<file path="src/rtl/inv_cipher_round_ctrl.sv">
// Iterative AES-128 decryption round engine: one inverse round per clock.
// InvShiftRows, AddRoundKey and InvMixColumns are done here; the inverse
// S-box stage and the key store are external and combinational.
// Optional feature: define INV_CIPHER_ABORT_EN to add the abort input.
module inv_cipher_round_ctrl #(
  parameter int unsigned NR       = 10,
  parameter int unsigned RK_IDX_W = 4
) (
  input  logic                clk,
  input  logic                rst_n,
  input  logic                in_valid,
  output logic                in_ready,
  input  logic [127:0]        in_data,
  output logic                out_valid,
  input  logic                out_ready,
  output logic [127:0]        out_data,
  output logic [RK_IDX_W-1:0] rk_idx,
  input  logic [127:0]        rk_in,
  output logic [127:0]        sub_in,
  input  logic [127:0]        sub_out,
  output logic                busy
`ifdef INV_CIPHER_ABORT_EN
  ,
  input  logic                abort
`endif
);

  localparam logic [RK_IDX_W-1:0] RoundLast  = RK_IDX_W'(NR);
  localparam logic [RK_IDX_W-1:0] RoundFirst = RK_IDX_W'(NR - 1);

  typedef enum logic [1:0] {StIdle, StRound, StDone} fsm_e;

  fsm_e                fsm_q, fsm_d;
  logic [127:0]        state_q, state_d;
  logic [RK_IDX_W-1:0] round_q, round_d;
  logic [127:0]        ark;

  function automatic logic [7:0] xtime(input logic [7:0] b);
    return {b[6:0], 1'b0} ^ (b[7] ? 8'h1b : 8'h00);
  endfunction

  // One column of InvMixColumns; coefficients built from repeated xtime.
  function automatic logic [31:0] inv_mix_col(input logic [31:0] col);
    logic [7:0] a [4];
    logic [7:0] m9 [4];
    logic [7:0] mb [4];
    logic [7:0] md [4];
    logic [7:0] me [4];
    logic [7:0] x2, x4, x8;
    for (int i = 0; i < 4; i++) begin
      a[i]  = col[31-8*i -: 8];
      x2    = xtime(a[i]);
      x4    = xtime(x2);
      x8    = xtime(x4);
      m9[i] = x8 ^ a[i];
      mb[i] = x8 ^ x2 ^ a[i];
      md[i] = x8 ^ x4 ^ a[i];
      me[i] = x8 ^ x4 ^ x2;
    end
    return {me[0] ^ mb[1] ^ md[2] ^ m9[3],
            m9[0] ^ me[1] ^ mb[2] ^ md[3],
            md[0] ^ m9[1] ^ me[2] ^ mb[3],
            mb[0] ^ md[1] ^ m9[2] ^ me[3]};
  endfunction

  function automatic logic [127:0] inv_mix_columns(input logic [127:0] s);
    logic [127:0] o;
    o = '0;
    for (int c = 0; c < 4; c++) o[127-32*c -: 32] = inv_mix_col(s[127-32*c -: 32]);
    return o;
  endfunction

  // Row r rotates right by r: byte r+4c takes byte r+4*((c-r) mod 4).
  function automatic logic [127:0] inv_shift_rows(input logic [127:0] s);
    logic [127:0] o;
    o = '0;
    for (int r = 0; r < 4; r++) begin
      for (int c = 0; c < 4; c++) begin
        o[127-8*(r+4*c) -: 8] = s[127-8*(r+4*((c-r+4)%4)) -: 8];
      end
    end
    return o;
  endfunction

  // Status and datapath outputs decoded from the current state.
  assign in_ready  = (fsm_q == StIdle);
  assign out_valid = (fsm_q == StDone);
  assign busy      = (fsm_q != StIdle);
  assign out_data  = state_q;
  assign rk_idx    = (fsm_q == StIdle) ? RoundLast : round_q;
  assign sub_in    = inv_shift_rows(state_q);

  // Next-state: load with initial key whitening, then one inverse round per cycle.
  always_comb begin
    fsm_d   = fsm_q;
    state_d = state_q;
    round_d = round_q;
    ark     = sub_out ^ rk_in;
    unique case (fsm_q)
      StIdle: begin
        if (in_valid) begin
          state_d = in_data ^ rk_in;
          round_d = RoundFirst;
          fsm_d   = StRound;
        end
      end
      StRound: begin
        if (round_q != '0) begin
          state_d = inv_mix_columns(ark);
          round_d = round_q - RK_IDX_W'(1);
        end else begin
          state_d = ark;
          fsm_d   = StDone;
        end
      end
      StDone: begin
        if (out_ready) fsm_d = StIdle;
      end
      default: fsm_d = StIdle;
    endcase
`ifdef INV_CIPHER_ABORT_EN
    // Abort overrides everything, including the output handshake.
    if (abort && (fsm_q != StIdle)) begin
      fsm_d   = StIdle;
      state_d = '0;
      round_d = '0;
    end
`endif
  end

  // State, round counter and FSM registers.
  always_ff @(posedge clk or negedge rst_n) begin
    if (!rst_n) begin
      fsm_q   <= StIdle;
      state_q <= '0;
      round_q <= '0;
    end else begin
      fsm_q   <= fsm_d;
      state_q <= state_d;
      round_q <= round_d;
    end
  end

endmodule
</file>
<file path="config.mk">
export PLATFORM = sky130hd
export DESIGN_NAME = inv_cipher_round_ctrl
export DESIGN_NICKNAME = d
export VERILOG_FILES = /design/src/rtl/inv_cipher_round_ctrl.sv
export SDC_FILE = /design/constraint.sdc
export NUM_CORES = 1
export LEC_CHECK = 0
export ABC_AREA = 0
export BUFFER_PORTS_ARGS = -buffer_cell sky130_fd_sc_hd__buf_2
export CAP_MARGIN = 20
export CORE_MARGIN = 4
export CORE_UTILIZATION = 25
export DETAILED_ROUTE_END_ITERATION = 7
export GPL_TIMING_DRIVEN = 1
export HOLD_SLACK_MARGIN = 0.02
export PLACE_DENSITY = 0.46
export SLEW_MARGIN = 40
export SYNTH_ARGS = -nofsm -noshare
export SYNTH_HDL_FRONTEND = slang
export SYNTH_SLANG_ARGS = --single-unit
</file>
<file path="constraint.sdc">
create_clock -name clk -period 2.6 [get_ports clk]
set_input_delay 0.13 -clock clk [delete_from_list [all_inputs] [get_ports clk]]
set_output_delay 0.13 -clock clk [all_outputs]
set_load 0.1 [all_outputs]
</file>
# Word level (Yosys, flattened, before mapping)
# Index checks and enable logic that the tools add are counted.
[word_totals] ramBits=0 mem_count=0 latchBits=0 wordCells=270 mem_bits_ro=0 input_bits=388 ff_bits=134
[op_classes] mux=59 bitwise_logic=194 shift=0 n_mul=0 n_lt_le_gt_ge=0 n_reduce_logical=7 div_mod_pow=0 n_addsub=1 n_eq_ne=6
[ops] cell="8-bit XOR" n=144
[ops] cell="8-bit by 5-bit XOR with 8-bit output" n=48
[ops] cell="128-bit two-way mux" n=2
[ops] cell="128-bit case mux with 2 select lines" n=1
[ops] cell="128-bit XOR" n=2
[ops] cell="5-bit two-way mux" n=48
[ops] cell="4-bit two-way mux" n=3
[ops] cell="4-bit case mux with 2 select lines" n=1
[ops] cell="2-bit two-way mux" n=3
[ops] cell="2-bit inequality test (second input constant)" n=3
[ops] cell="2-bit case mux with 3 select lines" n=1
[ops] cell="3-bit AND reduction" n=2
[ops] cell="2-bit nonzero test" n=2
[ops] cell="4-bit nonzero test" n=1
[ops] cell="4-bit by 1-bit subtractor with 4-bit output (second input constant)" n=1
[ops] cell="2-bit by 1-bit == test with 1-bit output (second input constant)" n=1
[ops] cell="2-bit == test (second input constant)" n=1
[ops] cell="2-bit zero test" n=1
[ops] cell="2-bit by 1-bit inequality test with 1-bit output (second input constant)" n=1
[ops] cell="2-bit AND reduction" n=1

# Depth between registers and ports, before layout
# Gate-level depths: netlist (run 1).
[logic_depth] word_depth=14 depth_mapped=10 ltp_nobuf=8

# Least setup slack after synthesis (run 1)
# Ideal clock, no wire load.
[synth_timing] kind="reg-to-output" from="reg fsm_q[1]" to="out rk_idx[1]" path_slack_ps=-1470 path_stages_with_launch=5 path_buffers=1 arrival_time_ps=3940 t_required_ps=2470 cell_sequence="dfrtp_1 -> clkbuf_1 -> nor2_1 -> inv_1 -> nand2_1"
[synth_between] elab_chain_cells=2
[synth_rtl] item="start: declaration" line_no="33" text="fsm_e fsm_q, fsm_d;"
[synth_rtl] item="start signal: assignment" line_no="134" text="fsm_q <= StIdle;"
[synth_rtl] item="start signal: assignment" line_no="138" text="fsm_q <= fsm_d;"
[synth_rtl] item="2-bit zero test"
[synth_rtl] item="named net in_ready" line_no="12" text="output logic in_ready,"
[synth_rtl] item="4-bit two-way mux" line_no="90" text="assign rk_idx = (fsm_q == StIdle) ? RoundLast : round_q;"
[synth_rtl] item="end: declaration" line_no="17" text="output logic [RK_IDX_W-1:0] rk_idx,"
# The timed path passes the listed nets, and every way through them passes these cells.

# Worst setup path in the final report (run 1)
[layout_timing] from="in rk_in[63]" to="reg state_q[56] (netlist: out_data[56])"
[layout_between] elab_chain_cells=9
[layout_rtl] item="start: declaration" line_no="18" text="input logic [127:0] rk_in,"
[layout_rtl] item="128-bit XOR" line_no="98" text="ark = sub_out ^ rk_in;"
[layout_rtl] item="5-bit two-way mux" line_no="39" text="return {b[6:0], 1'b0} ^ (b[7] ? 8'h1b : 8'h00);"
[layout_rtl] item="8-bit by 5-bit XOR with 8-bit output" line_no="39"
[layout_rtl] item="8-bit XOR" line_no="58" text="me[i] = x8 ^ x4 ^ x2;"
[layout_rtl] item="8-bit XOR (3 in a row)" line_no="60" text="return {me[0] ^ mb[1] ^ md[2] ^ m9[3],"
[layout_rtl] item="128-bit two-way mux" line_no="108" text="if (round_q != '0) begin"
[layout_rtl] item="128-bit case mux with 2 select lines" line_no="99" text="unique case (fsm_q)"
[layout_rtl] item="end signal: assignment" line_no="139" text="state_q <= state_d;"
[layout_rtl] item="end: declaration" line_no="34" text="logic [127:0] state_q, state_d;"
# Every way passes these cells.
# A chain may end at the register's enable or synchronous reset.

==> flow_summary.yaml, run 1 <==
critical_path:
  worstRegToRegCells: 9
  reg2reg_slack_ns: 0.13
  critical_path_required_ns: 2.97
  startpoint_type: "input port"
  cp_data_arrival_time_ns: 2.90
  path_class: "in -> reg"
  crit_fanout: 5
  r2r-start: "round_q[0]"
  worstSetupStartpoint: "rk_in[63]"
  endpoint_kind: "flop"
  r2r-end: "out_data[56]"
sta:
  final_hold_viol_count: 0
  drv_slew: 0
  holdWs_ns: 0.0524
  min_period_over_period_pct: 97.3
  maxSlewHeadroom_pct: 55.1
  tightest_slew_ns: 0.679
  fin_skew_ns: 0.0181
  max_freq_mhz: 395
  setup_viol: 0
  period_minus_slack_ns: 2.53
job:
  cap_violations: 0
route:
  drc_errors: 0
  drtIter0Drc: 1202
  drt-vias-per-instance: 4.91
  wl_per_cell_um: 23.8
  ant_nets: 0
  vias: 18500
  totalWireLength_mm: 89.6
  first_pass_iters: 5
clock_network:
  h-tree-depth: 4
  root_buffer: "clkbuf_16"
  tritoncts: "built"
  clock_path_buffers: 2
  cts.sinks: 134
  clk_latency_ns: 0.49
  cts_inserted_buffers: 17
  clk_pin_slew_ns: 0.07
finish:
  area_delta_synth_final_pct: 39.6
  post-route-util_pct: 35.3
  nFillCells: 7744
  final_area_um2: 26300
  final_common_cell: "buf_2"
  drive_gt1_share_pct: 39.4
  multi_input_comb_area_um2: 14300
  ff_latch_area_um2: 3350
  final_cell_mix: "buf_2, xnor2_1, buf_4"
  layout.nets: 3175
  finalNonFillerCells: 3770
logic_synthesis:
  synth_seq_area_share_pct: 17.8
  synth-edff-count: 0
  synth_top_area_share_pct: 29.6
  synth_top_cell_by_area: "xnor2_1"
  syn-cell-area_um2: 18900
  syn_avg_cell_area_um2: 9.71
  synth_cell_types: 47
  yosysWarnings: 0
  synth_seq_cells: 134
  synthFlopType: "dfrtp_1"
  synthesis.nets: 2332
  syn_inst: 1942
  synthArstFlopShare_pct: 100
  yosys-top-cells-area: "xnor2_1, dfrtp_1, xnor3_1"
die:
  die_h_um: 283
  rows: 100
  die_area_um2: 79900
  core-area_um2: 74600
  start_util_pct: 25.3
  io_pins: 651
  die_w_um: 283
worst_hold_path:
  hp-class: "in -> reg"
  min_path_cells: 4
  worstHoldStart: "in_data[98]"
  hold-path-endpoint: "out_data[98]"
place:
  io_buffers: 650
  gp_congestion: 0.951
  place_area_um2: 24700
  hpwl_mm: 73.1
  dp.cells: 3658
global_routing:
  grt_pass1_wl_mm: 128
  grt_max_degree: 89
  antenna_found_initial: 5
  grt_pass1_vias: 18900
  overflow: 0
  grt_use_total_pct: 21.6
status:
  outcome: "finished, final reports clean"
==> metrics by stage <==
stage | setup TNS, ns | worst slack [ns]
after floorplan | 0 | 0.132
after global placement | -0.0647 | -0.0647
after detailed placement | -0.0496 | -0.0496
after CTS | 0 | 0.0171
after global routing | -0.0144 | -0.0144
final | 0 | 0.0708
==> cells in the mapped netlist (13+ instances only) <==
cell type / n
a221o_1: 115
buf_4: 128
nor2_1: 159
o22ai_1: 18
dfrtp_1: 134
a21oi_1: 84
a221oi_1: 52
o21ai_0: 23
xor2_1: 132
xnor3_1: 70
o221ai_1: 113
a22oi_1: 37
clkbuf_1: 88
xnor2_2: 36
xor3_1: 13
xnor2_1: 638
nand2_1: 22
==> what timing repair did <==
action | in CTS | in global routing
setup endpoints to repair | 0 | 19
endpoints found under the hold margin | 102 | 0
gates resized for setup | 0 | 27
hold buffers | 72 | 0
buffers inserted | 0 | 6
==> flip-flops by register name, summed over array words and instances, names as in the netlist <==
register and cells:
round_q 4, out_data 128, fsm_q 2
==> critical path, cell delays in order <==
cell and delay (ns):
dlygate4sd3_1 0.56, buf_2 0.16, xnor2_2 0.15, buf_4 0.20, xnor2_2 0.29, xor2_1 0.25, buf_4 0.17, xnor2_1 0.08
a221oi_1 0.28, dlygate4sd3_1 0.59, nor2_1 0.04
==> per-layer routing <==
layer / GRT usage [%] / routed length [µm]
met3: 2.84 / 4220
met1: 27.1 / 37500
met2: 39.4 / 46300
met5: 0 / 0
met4: 5.08 / 1590
==> cells by family after synthesis <==
group | Yosys count | synth area share (%)
xor+xnor | 897 | 50.0
compound gates | 467 | 19.9
buf+inv | 231 | 7.58
simple gates | 207 | 4.39
flops | 134 | 17.8
mux | 4 | 0.219
fa+ha+maj | 2 | 0.133
==> cell type report <==
| cell class | count | share of cell area (%) |
|---|---|---|
| clock inverter | 8 | 0.651 |
| sequential | 134 | 12.7 |
| timing repair buffer | 1051 | 25.7 |
| tap | 969 | 4.60 |
| clock buffer | 23 | 1.78 |
| inverter | 4 | 0.0570 |
| multi-input combinational | 1577 | 54.4 |
| antenna | 4 | 0.0380 |
==> how the worst max path moves through the flow <==
stage / endpoint
2_1_floorplan: rk_idx[1]
3_3_place_gp: out_data[19]
3_5_place_dp: out_data[19]
4_1_cts: out_data[69]
5_1_grt: out_data[69]
6_report: out_data[56]
Power of run 1 is left out: the tool's default activity adds up to more than one toggle a clock period on the data nets, which glitch-free logic cannot reach.
==> inputs of run 2 (changes only) <==
--- a/config.mk
+++ b/config.mk
@@ -14,6 +14,7 @@
 export GPL_TIMING_DRIVEN = 1
 export HOLD_SLACK_MARGIN = 0.02
 export PLACE_DENSITY = 0.46
+export REMOVE_ABC_BUFFERS = 1
 export SLEW_MARGIN = 40
 export SYNTH_ARGS = -nofsm -noshare
 export SYNTH_HDL_FRONTEND = slang
==> run 2 against run 1 <==
Net effect: utilization shrank 0.53 points; global-route usage fell by 1.8 points; die area unchanged; critical path depth is the same; via count shrank 0.50%; clock skew down 0.0094 ns; sequential cell count did not move; wire length is 7.2% lower; highest routed layer unchanged.
==> flow_summary.yaml, run 2 (synthesis gave the netlist of run 1 again) <==
worst_hold_path:
  hp-class: "in -> reg"
critical_path:
  startpoint_type: "input port"
  endpoint_kind: "flop"
  r2r-end: "out_data[75]"
  reg2reg_slack_ns: 0.15
  worstSetupStartpoint: "rk_in[55]"
  r2r-start: "round_q[0]"
  path_class: "in -> reg"
  cp_data_arrival_time_ns: 2.90
  crit_fanout: 5
  worstRegToRegCells: 9
  critical_path.endpoint: "out_data[61]"
  critical_path_required_ns: 2.98
sta:
  setup-tns-final_ns: 0
  rsz0062_at_grt: "no"
  period_minus_slack_ns: 2.52
  final_hold_viol_count: 0
  holdWs_ns: 0.0482
  maxSlewHeadroom_pct: 55.9
  max_freq_mhz: 396
  min_period_over_period_pct: 97.1
  fin_skew_ns: 0.00873
  tightest_slew_ns: 0.657
  setup_viol: 0
  drv_slew: 0
finish:
  finalNonFillerCells: 3744
  final_area_um2: 25900
  layout.nets: 3152
  final_cell_mix: "buf_2, xnor2_1, buf_4"
  antenna_cells: 0
  nFillCells: 7759
  drive_gt1_share_pct: 38.1
  area_delta_synth_final_pct: 37.5
  multi_input_comb_area_um2: 14200
  largest_reg_flops: 128
  final_common_cell: "buf_2"
  ff_latch_area_um2: 3350
die:
  die_area_um2: 79900
  io_pins: 651
  start_util_pct: 25.3
  core-area_um2: 74600
  die_w_um: 283
  rows: 100
  die_h_um: 283
place:
  hpwl_mm: 66.5
  gp_congestion: 0.904
  dp.cells: 3637
  place_area_um2: 24500
  io_buffers: 650
clock_network:
  root_buffer: "clkbuf_16"
  clock_path_buffers: 2
  cts.sinks: 134
  clk_pin_slew_ns: 0.07
  h-tree-depth: 4
  clk_latency_ns: 0.49
  tritoncts: "built"
  cts_inserted_buffers: 17
job:
  cap_violations: 0
route:
  ant_nets: 0
  first_pass_iters: 5
  drt-vias-per-instance: 4.92
  wl_per_cell_um: 22.2
  drtIter0Drc: 1088
  drc_errors: 0
  vias: 18400
  totalWireLength_mm: 83.1
global_routing:
  grt_pass1_vias: 19000
  grt_max_degree: 68
  grt_pass1_wl_mm: 119
  overflow: 0
  grt_use_total_pct: 19.9
  antenna_found_initial: 0
status:
  outcome: "finished, final reports clean"
[run 2: changes by cell type in the layout (fill, tap and decap cells not counted), sizes merged]
cell / change
buf: -25
clkinv: +7
bufinv: -4
diode: -4
clkbuf: -3
dlygate4sd3: +2
clkinvlp: +1
[run 2: critical path, cell delays in order]
cell and delay, ns:
dlygate4sd3_1 0.53, buf_2 0.15, xnor2_2 0.14, buf_4 0.18, xor2_1 0.16, buf_4 0.18
xnor2_4 0.16, xnor3_2 0.48, xor3_1 0.39, a221oi_1 0.33, nor2_1 0.08
[run 2: worst min-delay path by stage]
stage,startpoint,to,slack [ns],cells after the start
final,rk_in[63],out_data[63],0.05,4
after global routing,in_data[51],out_data[51],0.05,4
after CTS,in_data[103],out_data[103],0.02,4
after detailed placement,rst_n,out_data[54],0.18,1
after global placement,rst_n,out_data[34],0.18,1
after floorplan,rst_n,fsm_q[0],-0.17,0
[run 2: layout make-up]
| type | instances | share of cell area (%) |
|---|---|---|
| repair buffers | 1028 | 25.5 |
| clock buffers | 20 | 1.76 |
| inverters | 4 | 0.0579 |
| clock inverters | 12 | 0.405 |
| well taps | 969 | 4.67 |
| flip-flops and latches | 134 | 12.9 |
| multi-input cells | 1577 | 54.7 |
[run 2: per-stage QoR]
stage | worst slack [ns] | utilization (%)
after floorplan | -7.02 | -
after global placement | -0.104 | 32.9
after detailed placement | -0.101 | 32.9
after CTS | 0.0430 | 34.6
after global routing | 0.0186 | 34.8
final | 0.0751 | 34.8
[run 2: repair_timing]
item	in CTS	in global routing
buffers inserted	0	2
setup endpoints to repair	0	24
hold buffers	73	0
resized for setup	0	8
hold endpoints to repair	106	0
[run 2: per-layer routing]
layer | global-route usage [%] | share of wire (%)
met2 | 34.0 | 48
met5 | 0 | 0
met4 | 4.90 | 1.9
met3 | 3.33 | 5.8
met1 | 26.2 | 44
Power of run 2 is left out for the same reason.
